==> src/rtl/vga_timing_gen_param.sv <==
// Parametrised VGA timing generator with CE gating, active coordinates,
// double-buffered image window, line/frame strobes and a frame counter.
module vga_timing_gen_param #(
  parameter int H_SYNC   = 95,
  parameter int H_BP     = 48,
  parameter int H_ACTIVE = 635,
  parameter int H_FP     = 15,
  parameter int V_SYNC   = 2,
  parameter int V_BP     = 33,
  parameter int V_ACTIVE = 480,
  parameter int V_FP     = 10,
  parameter int CNT_W    = 10,
  parameter int HS_POL   = 0,
  parameter int VS_POL   = 0,
  parameter int FRAME_W  = 8
) (
  input  logic               i_clk_27,
  input  logic               i_arst,
  input  logic               i_on,
  input  logic               i_ce,
  input  logic               i_win_load,
  input  logic [CNT_W-1:0]   i_win_x0,
  input  logic [CNT_W-1:0]   i_win_x1,
  input  logic [CNT_W-1:0]   i_win_y0,
  input  logic [CNT_W-1:0]   i_win_y1,
  output logic [CNT_W-1:0]   o_hcnt,
  output logic [CNT_W-1:0]   o_vcnt,
  output logic [CNT_W-1:0]   o_x,
  output logic [CNT_W-1:0]   o_y,
  output logic               o_hsync,
  output logic               o_vsync,
  output logic               o_blank_n,
  output logic               o_active_area,
  output logic               o_image_active,
  output logic               o_line_start,
  output logic               o_frame_start,
  output logic [FRAME_W-1:0] o_frame_cnt,
  output logic               o_sync
);

  localparam int H_TOTAL = H_SYNC + H_BP + H_ACTIVE + H_FP;
  localparam int V_TOTAL = V_SYNC + V_BP + V_ACTIVE + V_FP;

  localparam logic [CNT_W-1:0] H_LAST = CNT_W'(H_TOTAL - 1);
  localparam logic [CNT_W-1:0] V_LAST = CNT_W'(V_TOTAL - 1);
  localparam logic [CNT_W-1:0] HS_END = CNT_W'(H_SYNC);
  localparam logic [CNT_W-1:0] VS_END = CNT_W'(V_SYNC);
  localparam logic [CNT_W-1:0] HA0 = CNT_W'(H_SYNC + H_BP);
  localparam logic [CNT_W-1:0] HA1 = CNT_W'(H_SYNC + H_BP + H_ACTIVE);
  localparam logic [CNT_W-1:0] VA0 = CNT_W'(V_SYNC + V_BP);
  localparam logic [CNT_W-1:0] VA1 = CNT_W'(V_SYNC + V_BP + V_ACTIVE);

  localparam logic HS_ON = (HS_POL != 0);
  localparam logic VS_ON = (VS_POL != 0);

  localparam logic [CNT_W-1:0] WX0_RST = '0;
  localparam logic [CNT_W-1:0] WX1_RST = CNT_W'(128);
  localparam logic [CNT_W-1:0] WY0_RST = '0;
  localparam logic [CNT_W-1:0] WY1_RST = CNT_W'(160);

  logic               on_q, on_d;
  logic [CNT_W-1:0]   hcnt_q, hcnt_d;
  logic [CNT_W-1:0]   vcnt_q, vcnt_d;
  logic [CNT_W-1:0]   x_q, x_d;
  logic [CNT_W-1:0]   y_q, y_d;
  logic               hsync_q, hsync_d;
  logic               vsync_q, vsync_d;
  logic               active_q, active_d;
  logic               img_q, img_d;
  logic               line_q, line_d;
  logic               frame_q, frame_d;
  logic [FRAME_W-1:0] fcnt_q, fcnt_d;

  logic [CNT_W-1:0] sx0_q, sx0_d, sx1_q, sx1_d;
  logic [CNT_W-1:0] sy0_q, sy0_d, sy1_q, sy1_d;
  logic [CNT_W-1:0] wx0_q, wx0_d, wx1_q, wx1_d;
  logic [CNT_W-1:0] wy0_q, wy0_d, wy1_q, wy1_d;

  logic             start, adv, wrap, act;
  logic [CNT_W-1:0] xc, yc;

  always_comb begin
    on_d   = i_on;
    start  = i_on & ~on_q;
    adv    = i_on & on_q & i_ce;
    wrap   = 1'b0;
    hcnt_d = hcnt_q;
    vcnt_d = vcnt_q;

    if (!i_on || start) begin
      hcnt_d = '0;
      vcnt_d = '0;
    end else if (adv) begin
      if (hcnt_q == H_LAST) begin
        hcnt_d = '0;
        if (vcnt_q == V_LAST) begin
          vcnt_d = '0;
          wrap   = 1'b1;
        end else begin
          vcnt_d = vcnt_q + 1'b1;
        end
      end else begin
        hcnt_d = hcnt_q + 1'b1;
      end
    end

    sx0_d = sx0_q;
    sx1_d = sx1_q;
    sy0_d = sy0_q;
    sy1_d = sy1_q;
    if (i_win_load) begin
      sx0_d = i_win_x0;
      sx1_d = i_win_x1;
      sy0_d = i_win_y0;
      sy1_d = i_win_y1;
    end

    // a load coinciding with the wrap only reaches the shadow
    wx0_d = wrap ? sx0_q : wx0_q;
    wx1_d = wrap ? sx1_q : wx1_q;
    wy0_d = wrap ? sy0_q : wy0_q;
    wy1_d = wrap ? sy1_q : wy1_q;

    // decode the next counter value so outputs align with o_hcnt/o_vcnt
    act = i_on
        && (hcnt_d >= HA0) && (hcnt_d < HA1)
        && (vcnt_d >= VA0) && (vcnt_d < VA1);
    xc  = hcnt_d - HA0;
    yc  = vcnt_d - VA0;

    active_d = act;
    x_d      = act ? xc : '0;
    y_d      = act ? yc : '0;
    img_d    = act
             && (xc >= wx0_d) && (xc < wx1_d)
             && (yc >= wy0_d) && (yc < wy1_d);

    hsync_d = (i_on && (hcnt_d < HS_END)) ? HS_ON : ~HS_ON;
    vsync_d = (i_on && (vcnt_d < VS_END)) ? VS_ON : ~VS_ON;

    line_d  = start | (adv & (hcnt_d == '0));
    frame_d = start | wrap;

    fcnt_d = fcnt_q;
    if (wrap) fcnt_d = fcnt_q + 1'b1;
  end

  always_ff @(posedge i_clk_27 or posedge i_arst) begin
    if (i_arst) begin
      on_q     <= 1'b0;
      hcnt_q   <= '0;
      vcnt_q   <= '0;
      x_q      <= '0;
      y_q      <= '0;
      hsync_q  <= ~HS_ON;
      vsync_q  <= ~VS_ON;
      active_q <= 1'b0;
      img_q    <= 1'b0;
      line_q   <= 1'b0;
      frame_q  <= 1'b0;
      fcnt_q   <= '0;
      sx0_q    <= WX0_RST;
      sx1_q    <= WX1_RST;
      sy0_q    <= WY0_RST;
      sy1_q    <= WY1_RST;
      wx0_q    <= WX0_RST;
      wx1_q    <= WX1_RST;
      wy0_q    <= WY0_RST;
      wy1_q    <= WY1_RST;
    end else begin
      on_q     <= on_d;
      hcnt_q   <= hcnt_d;
      vcnt_q   <= vcnt_d;
      x_q      <= x_d;
      y_q      <= y_d;
      hsync_q  <= hsync_d;
      vsync_q  <= vsync_d;
      active_q <= active_d;
      img_q    <= img_d;
      line_q   <= line_d;
      frame_q  <= frame_d;
      fcnt_q   <= fcnt_d;
      sx0_q    <= sx0_d;
      sx1_q    <= sx1_d;
      sy0_q    <= sy0_d;
      sy1_q    <= sy1_d;
      wx0_q    <= wx0_d;
      wx1_q    <= wx1_d;
      wy0_q    <= wy0_d;
      wy1_q    <= wy1_d;
    end
  end

  assign o_hcnt         = hcnt_q;
  assign o_vcnt         = vcnt_q;
  assign o_x            = x_q;
  assign o_y            = y_q;
  assign o_hsync        = hsync_q;
  assign o_vsync        = vsync_q;
  assign o_blank_n      = active_q;
  assign o_active_area  = active_q;
  assign o_image_active = img_q;
  assign o_line_start   = line_q;
  assign o_frame_start  = frame_q;
  assign o_frame_cnt    = fcnt_q;
  assign o_sync         = 1'b0;

endmodule

==> config.mk <==
export PLATFORM = sky130hd
export DESIGN_NAME = vga_timing_gen_param
export DESIGN_NICKNAME = d
export VERILOG_FILES = /design/src/rtl/vga_timing_gen_param.sv
export SDC_FILE = /design/constraint.sdc
export NUM_CORES = 1
export LEC_CHECK = 0
export CAP_MARGIN = 20
export CORE_UTILIZATION = 54
export DETAILED_ROUTE_END_ITERATION = 12
export PLACE_DENSITY = 0.8
export SLEW_MARGIN = 20
export SYNTH_ARGS = -nofsm -noshare
export SYNTH_HDL_FRONTEND = slang
export SYNTH_SLANG_ARGS = --single-unit
==> constraint.sdc <==
create_clock -name i_clk_27 -period 5.2 [get_ports i_clk_27]
set_clock_uncertainty 0.1 [all_clocks]
set_input_delay 0.52 -clock i_clk_27 [delete_from_list [all_inputs] [get_ports i_clk_27]]
set_output_delay 0.52 -clock i_clk_27 [all_outputs]
set_load 0.005 [all_outputs]
==> results.md <==
- The logic gate share of total power is 0.051.
- The average instance area after synthesis is 11.4 sq um.
- In this run the worst path has a maximum fanout of 6.
- The summed negative setup slack over all endpoints is 0 ns.
- The minimum clock period after layout is 4.82 ns.
- The share of the clock period used by the worst path is 0.926.
- The via count of the first global-routing pass was 4,954.
- For this run, the leading register cell type out of synthesis is dfrtp_1.
- The number of slew-limit violations in the final report came to 0.
- The wire length of the first global-routing pass is 25,600 um.
- Derived from the worst setup path, the maximum achievable clock frequency is 208 MHz.
- After the last flow step, the layout net total stands at 796.
- The wire length per cell is 17.6 um.
- The run finished with clean final reports.
- The synthesis warning total is 0.
- The die covers 0.0128 sq mm.
- The combined area of all synthesized cells is 0.00670 sq mm.
- In this run the clock root is driven by a clkbuf_16.
- The area of the core region is 0.0121 sq mm.
- The share of total power dissipated in sequential elements is 0.456.
- The critical path goes through inv_1, ha_1, or4b_4, o311ai_0, a21oi_1, a21o_1, or3_1, a21oi_1, xor2_1, ha_1, nand4_1, nor2_1, a211oi_1, o2111ai_1, a311oi_1, o41ai_1, nor4_4.
- The critical path data arrival time is 5.05 ns.
- The total wire length is 15,600 um.
- In the routed layout, each cell is associated on average with a via count of 5.47.
- Summed over all nets, wire length on met2 after detailed routing comes to 7510 um.
- The number of max-cap violations is 0.
- Wire segments on met3 add up to 671 um in the final route.
- Summed over all layers, the global routing overflow is 0.
- The switching part of the total power is 0.217.
- Cell internal power was estimated by the tool at 0.00190 W.
- The global placer's final weighted congestion is 0.897.
- The area added between synthesis and finish is 27.5%.
- The cell row count is 40.
- The CTS tree is done.
- The clock-pin transition on the worst setup and hold timing paths is 0.06 ns.
- The initial antenna violation count is 0.
- The number of search-and-repair iterations in the first detailed-routing pass is 4.
- STA classifies the critical path startpoint as a register.
- The clock passes through at most 2 buffers.
- The die width is 113 um.
- For this design, the CTS-stage hold fixing added 0 buffers.
- The post-CTS setup-driven buffer insertion count is 0.
- Counting flops with a built-in enable in the synthesized netlist gives 0.
- In this run the remaining antenna-violating nets after routing total 0.
- The register area share after synthesis is 0.506.
- The cell type group with the largest total delay on the critical path is compound AO/OA/AOI/OAI gates.
- Summed over all nets, the half-perimeter wirelength after detailed placement is 11,100 um.
- The buffering stage count on the worst path with inverters included is 1.
- The synthesis-stage register bit count is 135.
- The largest single stage delay on the critical path is 0.65 ns.
- Routed signal wires occupy layers up through met4.
- The worst pin sits at a relative slew slack of 0.387.
- The fraction of layout instances using a drive strength above 1 is 0.160.
- Synthesis produced a netlist whose cell count is 588.
- The slowest cell on the critical path is o311ai_0.
- CTS saw 135 sinks.
- Summing over every cut layer, the via total after detailed routing is 4,849.
- For this block, wires on met1 add up to 7160 um.
- The number of antenna diodes is 0.
- The number of clock buffers inserted by TritonCTS is 17.
- The initial cell density of the core is 0.555.
- The leakage power summed over all cells is 4.26 nW.
- Hold is met by 0.378 ns.
- Gates resized during post-CTS repair numbered 0.
- The initial detailed-routing violation count is 324.
- For the pin with the worst max-slew slack, the measured transition is 0.919 ns.
- Leaving out fill and tap cells, the most frequent cells in the layout are dfrtp_1, clkdlybuf4s50_1, inv_1.
- The clock share of power is 0.493.
- The total DRC errors in the routed layout is 0.
- After synthesis, the share of flip-flops with an asynchronous set or reset is 1.00.
- During placement, the flow inserted port buffers numbering 99.
- Counting every net in the synthesized netlist gives 679.
- Across the VDD grid, the largest voltage drop is 0.261 mV.
- The number of fillers in the final layout is 859.
- The worst setup path is captured at a register.
- The worst min-delay path class is reg -> reg.
- The worst setup path is of the reg -> reg kind.
- Setup violations remaining at the end of the flow were counted as 0.
- The clock reaches the later pin of the worst-skew pair after 0.42 ns.
- Setup repair after global routing left no endpoint under its margin.
- Dividing total power by cell area gives a power density of 285 mW/mm^2.
- The count of boundary I/O pins is 101.
- The leading cell type in the layout, fill and taps excluded is dfrtp_1.
- The critical path required time is 5.43 ns.
- For this design the total switching power over the nets is 0.000527 W.
- The H-tree was split into 4 levels.
- The total global-route track usage is 0.263.
- The die span in y is 113 um.
- The number of endpoints with negative hold slack in the final report came to 0.
- The pin count of the biggest net entering global routing is 75.
- The unique cell type count in the Yosys netlist is 55.
-- through the flow --
| stage | util | worst slack (ns) | std cells | total power, W | cell area, sq um |
|---|---|---|---|---|---|
| after floorplan | - | 0.843 | 588 | 0.00119 | 6700 |
| after global placement | 0.658 | 0.451 | 854 | 0.00125 | 7940 |
| after detailed placement | 0.658 | 0.298 | 854 | 0.00125 | 7940 |
| after CTS | 0.708 | 0.463 | 886 | 0.00245 | 8530 |
| after global routing | 0.708 | 0.0275 | 886 | 0.00251 | 8530 |
| final | 0.708 | 0.383 | 886 | 0.00243 | 8530 |
-- state kept, by name (all words and copies together), names as in the netlist, 8 cells and up --
| signal | count |
|---|---|
| o_hcnt | 10 |
| o_vcnt | 10 |
| o_x | 10 |
| o_y | 10 |
| sx0_q | 10 |
| sx1_q | 10 |
| sy0_q | 10 |
| sy1_q | 10 |
| wx0_q | 10 |
| wx1_q | 10 |
| wy0_q | 10 |
| wy1_q | 10 |
| o_frame_cnt | 8 |
-- path summary, 6_finish.rpt --
kind | from | endpoint | slack (ns) | depth (start not counted)
setup / recovery | o_hcnt[0] | o_image_active | 0.38 | 17
hold / removal | o_frame_cnt[7] | o_frame_cnt[7] | 0.38 | 1
setup reg to reg | o_hcnt[0] | o_image_active | 0.38 | 17
hold reg to reg | o_frame_cnt[7] | o_frame_cnt[7] | 0.38 | 1
max in group asynchronous | i_arst | wy1_q[7] | 3.36 | 3
min in group asynchronous | i_arst | o_frame_cnt[1] | 0.58 | 2
-- synthesized netlist by cell type (4+ instances only) --
| cell type | instances | area share |
|---|---|---|
| a21o_1 | 10 | 0.011 |
| a21oi_1 | 22 | 0.016 |
| and3_1 | 4 | 0.0037 |
| clkbuf_1 | 11 | 0.0062 |
| dfrtp_1 | 127 | 0.47 |
| dfstp_2 | 8 | 0.031 |
| ha_1 | 46 | 0.086 |
| inv_1 | 52 | 0.029 |
| mux2_2 | 42 | 0.071 |
| mux2i_1 | 36 | 0.054 |
| nand2_1 | 46 | 0.026 |
| nand2b_1 | 4 | 0.0037 |
| nand3_1 | 10 | 0.0075 |
| nand4_1 | 15 | 0.014 |
| nor2_1 | 17 | 0.0095 |
| nor2b_1 | 17 | 0.016 |
| nor3_1 | 12 | 0.0090 |
| nor4_1 | 4 | 0.0037 |
| o21ai_0 | 13 | 0.0097 |
| or3_1 | 9 | 0.0084 |
| xnor2_1 | 21 | 0.027 |
| xor2_1 | 7 | 0.0092 |
-- per-layer routing --
| metal | vias to the layer above | global-route usage |
|---|---|---|
| li1 | 2293 | - |
| met2 | 142 | 0.416 |
| met4 | 0 | 0.0921 |
| met3 | 27 | 0.0573 |
| met5 | - | 0 |
| met1 | 2387 | 0.360 |
-- power by group through the flow --
stage	Clock, W	Combinational [W]	Sequential [W]
after floorplan	0	0.0000677	0.00112
after global placement	0	0.000121	0.00112
after detailed placement	0	0.000125	0.00113
after CTS	0.00121	0.000127	0.00111
after global routing	0.00126	0.000136	0.00111
final	0.00120	0.000124	0.00111
-- cell type report --
| class | instances | area, sq um | area share |
|---|---|---|---|
| Clock inverter | 10 | 119 | 0.0139 |
| Inverter | 52 | 198 | 0.0232 |
| Multi-Input combinational cell | 381 | 3020 | 0.353 |
| Sequential cell | 135 | 3390 | 0.397 |
| Timing Repair Buffer | 118 | 1130 | 0.132 |
| Clock buffer | 22 | 474 | 0.0556 |
| Tap cell | 168 | 210 | 0.0246 |
-- logic make-up after synthesis --
family                   count (synthesis)  synth area share
buffers and inverters                   72            0.0441
flip-flops                             135             0.506
XOR/XNOR                                28            0.0366
multiplexers                            78             0.124
other                                    1          0.000560
AND/OR/NAND/NOR                        158             0.129
AO/OA/AOI/OAI                           70            0.0733
adder cells (fa/ha/maj)                 46            0.0860
Note: power is estimated with default switching activity, not from simulation.
